--- src/rtl/lcd_frame_serializer.sv ---
// ---------------------------------------------------------------------------
// lcd_frame_serializer
//
// Purpose:
//   Packs the six display characters and six annunciator/punctuation flags
//   into a 56-bit frame and shifts it MSB-first to an external LCD
//   controller over a 3-wire link (sclk/sdo/cs_n). A frame is sent only
//   when the content differs from what was last sent, when a refresh is
//   requested, or once after reset. The content is snapshotted at frame
//   start, so input changes during a frame cannot tear it.
//
// Ports:
//   clock        system clock, rising edge
//   reset        asynchronous reset, active low
//   refresh      single-cycle pulse, forces a resend of the current content
//   lower0001..lower1000, upper01, upper10   ASCII characters (8 bits each)
//   AVS, DAY, MAX, TIM, col, point           flags (1 bit each)
//   sclk         serial clock, idles low
//   sdo          serial data, changes on sclk falling edge
//   cs_n         frame strobe, active low; the slave latches on its rise
//   busy         high for the whole frame including the trailing gap
//   frame_done   one-cycle pulse when cs_n returns high
//
// Parameter:
//   CLK_DIV      sclk half-period in clock cycles (1..255)
// ---------------------------------------------------------------------------
module lcd_frame_serializer #(
  parameter int CLK_DIV = 4
) (
  input  logic       clock,
  input  logic       reset,
  input  logic       refresh,
  input  logic [7:0] lower0001,
  input  logic [7:0] lower0010,
  input  logic [7:0] lower0100,
  input  logic [7:0] lower1000,
  input  logic [7:0] upper01,
  input  logic [7:0] upper10,
  input  logic       AVS,
  input  logic       DAY,
  input  logic       MAX,
  input  logic       TIM,
  input  logic       col,
  input  logic       point,
  output logic       sclk,
  output logic       sdo,
  output logic       cs_n,
  output logic       busy,
  output logic       frame_done
);

  localparam logic [7:0] DIV_LAST = 8'(CLK_DIV - 1);
  localparam logic [5:0] BIT_LAST = 6'd55;

  typedef enum logic [2:0] {
    IDLE  = 3'd0,
    SETUP = 3'd1,
    SHIFT = 3'd2,
    LATCH = 3'd3,
    GAP   = 3'd4
  } state_t;

  state_t      state, state_nxt;

  logic [55:0] live_vec;
  logic [55:0] shreg, shreg_nxt;
  logic [55:0] shadow, shadow_nxt;
  logic [7:0]  div_cnt, div_nxt;
  logic [5:0]  bit_cnt, bit_nxt;
  logic        pending, pending_nxt;
  logic        sclk_nxt, sdo_nxt, cs_n_nxt, busy_nxt, frame_done_nxt;
  logic        tick;
  logic        start;
  logic        last_fall;

  assign live_vec = {upper10, upper01, lower1000, lower0100, lower0010, lower0001,
                     AVS, DAY, MAX, TIM, col, point, 2'b00};

  // Every phase (setup, each sclk half-period, latch, gap) is CLK_DIV long.
  assign tick      = (div_cnt == DIV_LAST);
  assign start     = pending | refresh | (live_vec != shadow);
  assign last_fall = sclk & (bit_cnt == BIT_LAST);

  // State register
  always_ff @(posedge clock or negedge reset) begin
    if (!reset) begin
      state <= IDLE;
    end else begin
      state <= state_nxt;
    end
  end

  // Next-state logic
  always_comb begin
    state_nxt = state;
    unique case (state)
      IDLE:    if (start) state_nxt = SETUP;
      SETUP:   if (tick) state_nxt = SHIFT;
      SHIFT:   if (tick && last_fall) state_nxt = LATCH;
      LATCH:   if (tick) state_nxt = GAP;
      GAP:     if (tick) state_nxt = IDLE;
      default: state_nxt = IDLE;
    endcase
  end

  // Output and datapath next values; everything below is registered.
  always_comb begin
    sclk_nxt       = sclk;
    sdo_nxt        = sdo;
    cs_n_nxt       = cs_n;
    busy_nxt       = busy;
    frame_done_nxt = 1'b0;
    shreg_nxt      = shreg;
    shadow_nxt     = shadow;
    pending_nxt    = pending;
    div_nxt        = div_cnt;
    bit_nxt        = bit_cnt;

    if (state != IDLE) begin
      div_nxt = tick ? 8'd0 : div_cnt + 8'd1;
      // A refresh during a frame is remembered; repeated pulses collapse.
      if (refresh) pending_nxt = 1'b1;
    end

    unique case (state)
      IDLE: begin
        div_nxt  = 8'd0;
        bit_nxt  = 6'd0;
        sclk_nxt = 1'b0;
        if (start) begin
          shreg_nxt   = live_vec;
          shadow_nxt  = live_vec;
          pending_nxt = 1'b0;
          cs_n_nxt    = 1'b0;
          sdo_nxt     = live_vec[55];
          busy_nxt    = 1'b1;
        end else begin
          cs_n_nxt = 1'b1;
          sdo_nxt  = 1'b0;
          busy_nxt = 1'b0;
        end
      end
      SETUP: begin
        if (tick) sclk_nxt = 1'b1;
      end
      SHIFT: begin
        if (tick) begin
          if (sclk) begin
            // Falling edge: advance to the next bit. The register rotates
            // so its contents stay intact; sdo is forced low after bit 0.
            sclk_nxt  = 1'b0;
            bit_nxt   = bit_cnt + 6'd1;
            shreg_nxt = {shreg[54:0], shreg[55]};
            sdo_nxt   = last_fall ? 1'b0 : shreg[54];
          end else begin
            sclk_nxt = 1'b1;
          end
        end
      end
      LATCH: begin
        if (tick) begin
          cs_n_nxt       = 1'b1;
          frame_done_nxt = 1'b1;
        end
      end
      GAP: begin
        if (tick) busy_nxt = 1'b0;
      end
      default: begin
        cs_n_nxt = 1'b1;
        sclk_nxt = 1'b0;
        sdo_nxt  = 1'b0;
        busy_nxt = 1'b0;
      end
    endcase
  end

  // Output / datapath registers. Pending resets high so the first frame
  // after reset is always sent; async reset idles the link immediately.
  always_ff @(posedge clock or negedge reset) begin
    if (!reset) begin
      sclk       <= 1'b0;
      sdo        <= 1'b0;
      cs_n       <= 1'b1;
      busy       <= 1'b0;
      frame_done <= 1'b0;
      shreg      <= '0;
      shadow     <= '0;
      pending    <= 1'b1;
      div_cnt    <= '0;
      bit_cnt    <= '0;
    end else begin
      sclk       <= sclk_nxt;
      sdo        <= sdo_nxt;
      cs_n       <= cs_n_nxt;
      busy       <= busy_nxt;
      frame_done <= frame_done_nxt;
      shreg      <= shreg_nxt;
      shadow     <= shadow_nxt;
      pending    <= pending_nxt;
      div_cnt    <= div_nxt;
      bit_cnt    <= bit_nxt;
    end
  end

endmodule

--- config.mk ---
export PLATFORM = sky130hd
export DESIGN_NAME = lcd_frame_serializer
export DESIGN_NICKNAME = d
export VERILOG_FILES = /design/src/rtl/lcd_frame_serializer.sv
export SDC_FILE = /design/constraint.sdc
export NUM_CORES = 1
export LEC_CHECK = 0
export CAP_MARGIN = 20
export CORE_MARGIN = 2
export CORE_UTILIZATION = 62
export DETAILED_ROUTE_END_ITERATION = 12
export PLACE_DENSITY = 0.85
export RECOVER_POWER = 25
export SLEW_MARGIN = 20
export SYNTH_ARGS = -nofsm -noshare
export SYNTH_HDL_FRONTEND = slang
export SYNTH_SLANG_ARGS = --single-unit
--- constraint.sdc ---
create_clock -name clock -period 7 [get_ports clock]
set_clock_uncertainty 0.1 [all_clocks]
set_input_delay 1.4 -clock clock [delete_from_list [all_inputs] [get_ports clock]]
set_output_delay 1.4 -clock clock [all_outputs]
set_load 0.05 [all_outputs]
======== After elaboration in Yosys (flattened, before gate mapping) ========
Cells that the tools add are included.
word-level totals
  input port bits ......................... 57
  logic and storage cells ................. 87
  register bits after elaboration ......... 133
  output and inout bits ................... 5
operators by class
  reduce and logical (&&, ||, !) cells .... 17
  add/sub/neg operators ................... 2
  bitwise operators ....................... 7
  muxes and demuxes ....................... 36
  eq/ne operators ......................... 14
operator list
  operator                                              number
  2-to-1 mux 56 bit                                     3
  one-hot mux 56 bit (2 select lines)                   1
  inequality test 54 bit                                1
  2-to-1 mux 8 bit                                      3
  2-to-1 mux 1 bit                                      16
  2-to-1 mux 3 bit                                      5
  one-hot mux 3 bit (5 select lines)                    1
  inequality test 2 bit (second input constant)         7
  2-to-1 mux 6 bit                                      2
  one-hot mux 1 bit (3 select lines)                    4
  one-hot mux 6 bit (2 select lines)                    1
  AND reduction 3 bit                                   3
  OR reduction 3 bit                                    3
  adder 8 x 1 -> 8 bit (second input constant)          1
  equality test 8 x 2 -> 1 bit (second input constant)  1
  adder 6 x 1 -> 6 bit (second input constant)          1
  equality test 3 x 2 -> 1 bit (second input constant)  2
  equality test 6 bit (second input constant)           1
  AND reduction 2 bit                                   3
  AND reduction 5 bit                                   1
  inverter 1 bit                                        4
  AND reduction 4 bit                                   1
  nonzero test 2 bit                                    2
  equality test 3 x 1 -> 1 bit (second input constant)  1
  7 further kinds                                       8

======== Longest topological paths before layout ========
Gate-level depths: netlist of the first run.
  depth after elaboration ................. 6
  mapped depth ............................ 8
  mapped depth without buffers ............ 7

======== Least setup slack after synthesis of the first run ========
Ideal clock, no wire load.
  path kind ............................... input -> register
  start ................................... in TIM
  end ..................................... reg shreg[10]
  library setup time ...................... 125 ps
  data arrival time ....................... 2885 ps
  data required time ...................... 6775 ps
  slack ................................... 3890 ps
  cell stages on the path ................. 8
  buffers on the path ..................... 2
  cells stage by stage .................... xnor2_1 > nand4_1 > nor4_1 > and4_1 > a21boi_4 > buf_12 > buf_12 > mux2_4
between the ends
  word-level cells in the longest chain between the ends .. 4
ends and longest elaborated chain
  element                          RTL line  RTL
  from (decl)                      42        input logic TIM,
  inequality test 54 bit           81        assign start = pending | refresh | (live_vec != shadow);
  OR 1 bit                         81
  inequality test 2 bit (no line)  -
  AND reduction 4 bit (no line)    -
  to (signal assigned)             198       shreg <= shreg_nxt;
  to (decl)                        66        logic [55:0] shreg, shreg_nxt;
No other way between the ends.
A chain may end at the register's enable or synchronous reset.

==> reports/metrics.csv, run 1 <==
stage,metric,value,unit
clocking,cts_hold_buf,0,
power_and_ir_drop,peakVddDrop,0.154,mV
final_layout,postLayoutCellArea,7910,um^2
setup_path,cp.depth,2,
logic_synthesis,post_synthesis_compound_gate_area_fraction,2.04,%
worst_hold_path,timing.hold.worst_path_depth,1,
placement,dp_hpwl,8770,um
die,die_area,11600,um^2
clocking,htree_levels,4,
logic_synthesis,yosys.cell_count.top_type,sky130_fd_sc_hd__dfrtp_1,
clocking,cts_clock_pin_slew_for_the_worst_setup_and_hold_paths,60,ps
outcome,outcome,"complete, but fails checks",
logic_synthesis,synth.yosys.seq_area_share,49.8,%
global_route,grt_max_degree,77,
timing,fmaxAchievable,234,MHz
clocking,tritoncts.num_buffers,17,
final_layout,areaGrowthSynthToFinish,18.2,%
timing,setup_ws,2730,ps
logic_synthesis,synthArstFlopShare,100,%
timing,worst_slack_on_hold_paths,389,ps
setup_path,critPathSlowestCell,sky130_fd_sc_hd__clkbuf_1,
power_and_ir_drop,leakage,3.64,nW
global_route,track_usage,25.6,%
timing,final_hold_viol_count,0,
clocking,clockRootBuffer,sky130_fd_sc_hd__clkbuf_8,
setup_path,worst_r2r_path_depth,7,
global_route,gr-usage-met2,42.8,%
logic_synthesis,synth_warnings,0,
logic_synthesis,synth_largest_area_cell,sky130_fd_sc_hd__dfrtp_1,
clocking,clock_sink_count,133,
setup_path,required,7420,ps
timing,setup_viol,0,
power_and_ir_drop,power.total,1.76,mW
timing,tightestPinTransition,3110,ps
clocking,clockBufferDepth,2,
placement,place.port_buffers,61,
logic_synthesis,synth.mux.area_fraction,29.4,%
die,dieWidth,108,um
timing,period_utilization_post_route,61.0,%
outcome,failed_checks,"capacitance limit, slew limit",
logic_synthesis,ys_top_cells_by_area,"sky130_fd_sc_hd__dfrtp_1 (49%), sky130_fd_sc_hd__mux2_2 (21%), sky130_fd_sc_hd__mux2_4 (8.5%), sky130_fd_sc_hd__xnor2_1 (7.5%), sky130_fd_sc_hd__nand4_1 (1.7%)",
global_route,grt_pass1_wl,22400,um
die,boundaryPins,62,
setup_path,timing.critical_path.cells,"clkbuf_1, buf_4",
detailed_routing,first_iter_violations,209,
detailed_routing,drt.antenna.violating_nets,0,
flow_run,maxCapViolations,1,
clocking,number_of_buffers_added_for_setup_after_cts,0,
placement,place.gp.congestion,0.810,
setup_path,critical_setup_path_class,input port to async pin,
global_route,first_global_vias,4365,
logic_synthesis,yosys_most_used_dff,sky130_fd_sc_hd__dfrtp_1,
logic_synthesis,synth.cell_area,6690,um^2
logic_synthesis,post_synth_inst_count,489,
detailed_routing,firstDrtPassIters,5,
timing,count_of_final_max_slew_check_failures,59,
logic_synthesis,ys_types,39,
die,core-area,10400,um^2
logic_synthesis,synth-edff-count,0,
power_and_ir_drop,power_density,222,nW/um^2
detailed_routing,num_vias,4048,
setup_path,worstPathArrival,4690,ps
logic_synthesis,post_synth_and_or_nand_nor_area_fraction,6.81,%
global_route,met1_usage,32.2,%
clocking,cts.repair.resized,0,
logic_synthesis,synth_top_area_share,49.0,%
clocking,clock_latency,530,ps
detailed_routing,wl_per_cell,19.2,um
final_layout,antenna-diode-count,0,
clocking,tritoncts_clock_tree,built,
logic_synthesis,largest_family_of_logic_cells_by_synthesized_area,multiplexers,
setup_path,setup.worst_path.start_class,input port,
logic_synthesis,xor_xnor_share_of_the_synthesized_area,8.51,%
logic_synthesis,post_synth.cell_area_avg,13.7,um^2
detailed_routing,vias_per_cell,5.79,
worst_hold_path,hold_class,flop to flop,
die,placementRows,37,
setup_path,critical-path-top-delay-family,buffers and inverters,
final_layout,fraction_of_layout_cells_with_a_size_suffix_above_1,36.2,%
logic_synthesis,synth_fa_ha_area_share,0.374,%
timing,rsz_0062_raised_after_global_routing,no,
timing,fin_tns_setup,0,ps
die,die-height,108,um
global_route,number_of_antenna_violations_at_the_first_check_in_global_routing,0,
global_route,overflow,0,
placement,placed_area,7320,um^2
logic_synthesis,yosys_register_bits,133,
final_layout,final_nets,609,
detailed_routing,post-route-drc-count,0,
placement,pre_cts_ws,2300,ps
setup_path,cp_num_buf_inv,2,
timing,max_slew_margin,-107,%
setup_path,slowest_delay,2150,ps
logic_synthesis,synth.cells.most_frequent,"sky130_fd_sc_hd__dfrtp_1 (131), sky130_fd_sc_hd__mux2_2 (122), sky130_fd_sc_hd__xnor2_1 (57), sky130_fd_sc_hd__mux2_4 (38), sky130_fd_sc_hd__nand4_1 (18)",
detailed_routing,totalWireLength,13400,um
global_route,global_route_layer_with_the_greatest_usage,met2,
logic_synthesis,syn_nets,548,
timing,final_period_minus_worst_setup_slack,4270,ps
setup_path,critical_path.endpoint_type,async pin,
die,initial_core_util,64.2,%
setup_path,critical_path.max_fanout,76,
global_route,gr-usage-met3,6.78,%
-- metal layers --
metal  wire length, um  up-vias
met3               473       18
met1              5830     2087
met5                 0        -
li1                  -     1869
met4               192        0
met2              6940       74
-- cell type report --
type                    instances  area (um^2)
flip-flops and latches        133         3330
multi-input cells             328         3140
fillers                       637         2510
repair buffers                 65          634
clock buffers                  24          490
well taps                     136          170
clock inverters                 8          120
inverters                       5         18.8
-- stage by stage --
stage          utilization, %  cells
2_1_floorplan               -    489
3_3_place_gp             70.2    667
3_5_place_dp             70.2    667
4_1_cts                  76.1    699
5_1_grt                  75.9    699
6_report                 75.9    699
-- cell families after synthesis --
kind of cell               count (synthesis)
AOI/OAI and AO/OA                         20
xor gates and xnor gates                  65
adders and majority gates                  2
buffers and inverters                     28
DFF                                      133
muxes                                    162
and+or+nand+nor                           79
-- power breakdown --
group / leakage, nW / total [mW] / switching (mW) / internal [mW]
Sequential: 1.82 / 0.769 / 0.00000000000000000404 / 0.769
Combinational: 1.53 / 0.0780 / 0.0393 / 0.0387
Clock: 0.297 / 0.910 / 0.322 / 0.588
Total: 3.64 / 1.76 / 0.361 / 1.40
-- worst paths after layout --
kind | slack (ps) | from | endpoint
setup / recovery | 2730 | reset | shreg[1]
hold / removal | 390 | div_cnt[0] | div_cnt[0]
setup reg to reg | 3450 | div_cnt[0] | shreg[8]
hold reg to reg | 390 | div_cnt[0] | div_cnt[0]
max in group clock | 2830 | upper01[7] | shadow[29]
min in group asynchronous | 1790 | reset | shreg[34]
-- cell usage in the layout, fill, tap and decap left out, types with 2 or more instances in the layout --
cell type / Yosys / final
sky130_fd_sc_hd__a21oi_1: 2 / 2
sky130_fd_sc_hd__and2_1: 3 / 2
sky130_fd_sc_hd__and3_1: 4 / 4
sky130_fd_sc_hd__buf_4: 5 / 4
sky130_fd_sc_hd__bufinv_16: 0 / 3
sky130_fd_sc_hd__clkbuf_1: 11 / 3
sky130_fd_sc_hd__clkbuf_16: 0 / 16
sky130_fd_sc_hd__clkbuf_8: 0 / 6
sky130_fd_sc_hd__clkdlybuf4s50_1: 0 / 59
sky130_fd_sc_hd__clkinv_2: 0 / 3
sky130_fd_sc_hd__clkinvlp_4: 0 / 2
sky130_fd_sc_hd__dfrtp_1: 131 / 131
sky130_fd_sc_hd__dfstp_2: 2 / 2
sky130_fd_sc_hd__ha_1: 2 / 2
sky130_fd_sc_hd__inv_1: 5 / 5
sky130_fd_sc_hd__mux2_2: 122 / 122
sky130_fd_sc_hd__mux2_4: 38 / 38
sky130_fd_sc_hd__mux2i_1: 2 / 2
sky130_fd_sc_hd__nand2_1: 10 / 9
sky130_fd_sc_hd__nand3_1: 11 / 11
sky130_fd_sc_hd__nand4_1: 18 / 18
sky130_fd_sc_hd__nor2_1: 17 / 17
sky130_fd_sc_hd__nor2b_1: 2 / 2
sky130_fd_sc_hd__nor3_1: 3 / 3
sky130_fd_sc_hd__nor3_4: 1 / 2
sky130_fd_sc_hd__nor4_1: 2 / 2
sky130_fd_sc_hd__o21ai_0: 11 / 11
sky130_fd_sc_hd__xnor2_1: 57 / 57
sky130_fd_sc_hd__xor2_1: 8 / 8
-- state kept, by name (all words and copies together), names as in the netlist, 3 cells and up --
| register | count |
|---|---|
| shadow | 54 |
| shreg | 56 |
| div_cnt | 8 |
| state | 3 |
| bit_cnt | 6 |
Note: power is estimated with default switching activity, not from simulation.
==> inputs of run 2 (changes only) <==
--- a/config.mk
+++ b/config.mk
@@ -7,9 +7,9 @@
 export LEC_CHECK = 0
 export CAP_MARGIN = 20
 export CORE_MARGIN = 2
-export CORE_UTILIZATION = 62
+export CORE_UTILIZATION = 58
 export DETAILED_ROUTE_END_ITERATION = 12
-export PLACE_DENSITY = 0.85
+export PLACE_DENSITY = 0.8
 export RECOVER_POWER = 25
 export SLEW_MARGIN = 20
 export SYNTH_ARGS = -nofsm -noshare
==> constraint.sdc (replaced) <==
create_clock -name clock -period 4.3 [get_ports clock]
set_clock_uncertainty 0.1 [all_clocks]
set_input_delay 0.86 -clock clock [delete_from_list [all_inputs] [get_ports clock]]
set_output_delay 0.86 -clock clock [all_outputs]
set_load 0.05 [all_outputs]
==> run 2 against run 1 <==
Net effect:
- the flow still finishes with violations (capacitance limit, slew limit)
- critical path depth rose by 7
- clock power increased by 63%
- combinational power rose by 64%
- critical endpoint is now shreg[16]
- die area up 6.6%
- via count down 0.72%
- routed wire length is 2.9% lower
- utilization fell by 5.4 points
- global-route usage down 3.0 points
- register-to-register slack got worse by 2400 ps
- final cell count up 1.1%
- sequential power rose by 63%
- total power grew 63%
- critical path type is now input port to flop
==> reports/metrics.csv, run 2 (synthesis results as in run 1) <==
stage,metric,value,unit,change
setup_path,critPathLaunch,upper01[6],,was reset
final_layout,largest_register_ffs,56,,unchanged
clocking,cts.repair.resized,0,,unchanged
setup_path,worst_r2r_endpoint,shreg[5],,was shreg[8]
global_route,first_global_vias,4278,,was 4365
final_layout,fraction_of_layout_cells_with_a_size_suffix_above_1,36.5,%,was 36.2%
placement,dp_hpwl,8640,um,was 8770 um
setup_path,worst_r2r_path_depth,8,,was 7
timing,fin_tns_setup,0,ps,unchanged
die,dieWidth,111,um,was 108 um
timing,fmaxAchievable,308,MHz,
setup_path,critPathCapture,shreg[16],,was shreg[1]
global_route,grt_max_degree,82,,was 77
timing,final_period_minus_worst_setup_slack,3240,ps,
detailed_routing,num_vias,4019,,was 4048
die,placementRows,39,,was 37
worst_hold_path,hold_class,flop to flop,,unchanged
die,core-area,11300,um^2,was 10400 um^2
die,die-height,111,um,was 108 um
detailed_routing,firstDrtPassIters,6,,was 5
setup_path,worstPathArrival,3450,ps,was 4690 ps
timing,setup_ws,1060,ps,was 2730 ps
clocking,clock_sink_count,133,,unchanged
final_layout,areaGrowthSynthToFinish,19.4,%,was 18.2%
clocking,cts_clock_pin_slew_for_the_worst_setup_and_hold_paths,60,ps,about the same
clocking,htree_levels,4,,unchanged
global_route,grt_pass1_wl,22000,um,was 22400 um
global_route,number_of_antenna_violations_at_the_first_check_in_global_routing,0,,unchanged
timing,final_hold_viol_count,0,,unchanged
die,die_area,12400,um^2,was 11600 um^2
setup_path,rr_startpoint,div_cnt[0],,unchanged
power_and_ir_drop,power_density,358,nW/um^2,was 222 nW/um^2
clocking,tritoncts_clock_tree,built,,unchanged
setup_path,setup.worst_path.start_class,input port,,unchanged
global_route,overflow,0,,unchanged
outcome,failed_checks,"capacitance limit, slew limit",,unchanged
clocking,clock_latency,430,ps,was 530 ps
placement,pre_cts_ws,617,ps,was 2300 ps
timing,rsz_0062_raised_after_global_routing,no,,unchanged
final_layout,antenna-diode-count,0,,unchanged
detailed_routing,wl_per_cell,18.5,um,was 19.2 um
setup_path,timing.reg2reg.setup_slack,1100,ps,was 3450 ps
clocking,clockRootBuffer,sky130_fd_sc_hd__clkbuf_16,,was sky130_fd_sc_hd__clkbuf_8
setup_path,critical_setup_path_class,input port to flop,,was input port to async pin
timing,max_slew_margin,-92.5,%,was -107%
placement,place.port_buffers,61,,unchanged
power_and_ir_drop,leakage,3.67,nW,was 3.64 nW
detailed_routing,post-route-drc-count,0,,unchanged
setup_path,critical_path.endpoint_type,flop,,was async pin
detailed_routing,totalWireLength,13100,um,was 13400 um
detailed_routing,first_iter_violations,254,,was 209
clocking,tritoncts.num_buffers,17,,unchanged
timing,count_of_final_max_slew_check_failures,53,,was 59
global_route,track_usage,22.6,%,was 25.6%
timing,setup_viol,0,,unchanged
power_and_ir_drop,peakVddDrop,0.332,mV,was 0.154 mV
outcome,outcome,"complete, but fails checks",,unchanged
timing,period_utilization_post_route,75.5,%,
clocking,cts_hold_buf,0,,unchanged
clocking,number_of_buffers_added_for_setup_after_cts,0,,unchanged
clocking,clockBufferDepth,2,,unchanged
final_layout,most-common-layout-cells,"sky130_fd_sc_hd__dfrtp_1 (131), sky130_fd_sc_hd__mux2_2 (122), sky130_fd_sc_hd__clkdlybuf4s50_1 (60)",,"was sky130_fd_sc_hd__dfrtp_1 (131), sky130_fd_sc_hd__mux2_2 (122), sky130_fd_sc_hd__clkdlybuf4s50_1 (59)"
setup_path,slowest_delay,490,ps,was 2150 ps
die,boundaryPins,62,,unchanged
setup_path,required,4510,ps,was 7420 ps
final_layout,reg_top3,"shreg (56), shadow (54), div_cnt (8)",,unchanged
setup_path,critical_path.max_fanout,30,,was 76
flow_run,maxCapViolations,1,,unchanged
setup_path,timing.critical_path.cells,"clkdlybuf4s50_1, xnor2_1, nand4_1, nor4_1, and4_1, a21boi_4, buf_16, buf_12, mux2_4",,"was clkbuf_1, buf_4"
detailed_routing,drt.antenna.violating_nets,0,,unchanged
die,initial_core_util,59.1,%,was 64.2%
setup_path,critPathSlowestCell,sky130_fd_sc_hd__clkdlybuf4s50_1,,was sky130_fd_sc_hd__clkbuf_1
final_layout,final_nets,610,,was 609
detailed_routing,vias_per_cell,5.68,,was 5.79
placement,place.gp.congestion,0.800,,was 0.810
final_layout,max_flop_register,shreg,,unchanged
timing,tightestPinTransition,2890,ps,was 3110 ps
final_layout,layout.cells.most_common,sky130_fd_sc_hd__dfrtp_1,,unchanged
## run 2: changes by cell type in the layout (fill, tap and decap cells not counted), sizes merged
cell,previous run,this run
buf,4,5
clkbuf,25,23
clkdlybuf4s50,59,60
clkinv,3,6
clkinvlp,2,1
dlygate4sd3,1,0
## run 2: critical path: cells and delay by family
kind            cells  cell delay, ps
compound gates      1             190
xor+xnor            1             270
buf+inv             3             950
mux                 1             310
simple gates        3             850
## run 2: per-stage QoR
| step | std cells | hold WS [ps] | cell area, um^2 | util (%) | total power, mW |
|---|---|---|---|---|---|
| after CTS | 707 | 379 | 7990 | 70.6 | 2.88 |
| final | 707 | 372 | 7990 | 70.6 | 2.86 |
| after detailed placement | 675 | 372 | 7390 | 65.3 | 1.40 |
| after floorplan | 489 | 347 | 6690 | - | 1.30 |
| after global routing | 707 | 412 | 7990 | 70.6 | 2.95 |
| after global placement | 674 | 366 | 7360 | 65.0 | 1.40 |
## run 2: cell type report
class,instances,area (um^2)
Sequential cell,133,3330
Tap cell,143,179
Fill cell,814,3330
Multi-Input combinational cell,328,3160
Clock inverter,10,128
Inverter,5,18.8
Timing Repair Buffer,66,699
Clock buffer,22,474
## run 2: how the worst min path moves through the flow
stage,cells past startpoint,start,end
6_report,1,div_cnt[0],div_cnt[0]
5_1_grt,1,div_cnt[0],div_cnt[0]
4_1_cts,1,div_cnt[0],div_cnt[0]
3_5_place_dp,1,div_cnt[0],div_cnt[0]
3_3_place_gp,1,div_cnt[0],div_cnt[0]
2_1_floorplan,1,div_cnt[0],div_cnt[0]
## run 2: power by group
group          internal [mW]  leakage [nW]           switching, mW  total (mW)
clock                  0.950         0.299                   0.527        1.48
sequential              1.25          1.82  0.00000000000000000615        1.25
combinational         0.0647          1.56                  0.0630       0.128
total                   2.27          3.67                   0.590        2.86
## run 2: routing by layer
metal | share of wire [%] | global-route usage (%) | up-vias
li1 | - | - | 1865
met1 | 46 | 30.7 | 2058
met2 | 49 | 35.8 | 75
met3 | 4.0 | 6.26 | 21
met4 | 1.5 | 7.16 | 0
met5 | 0 | 0 | -
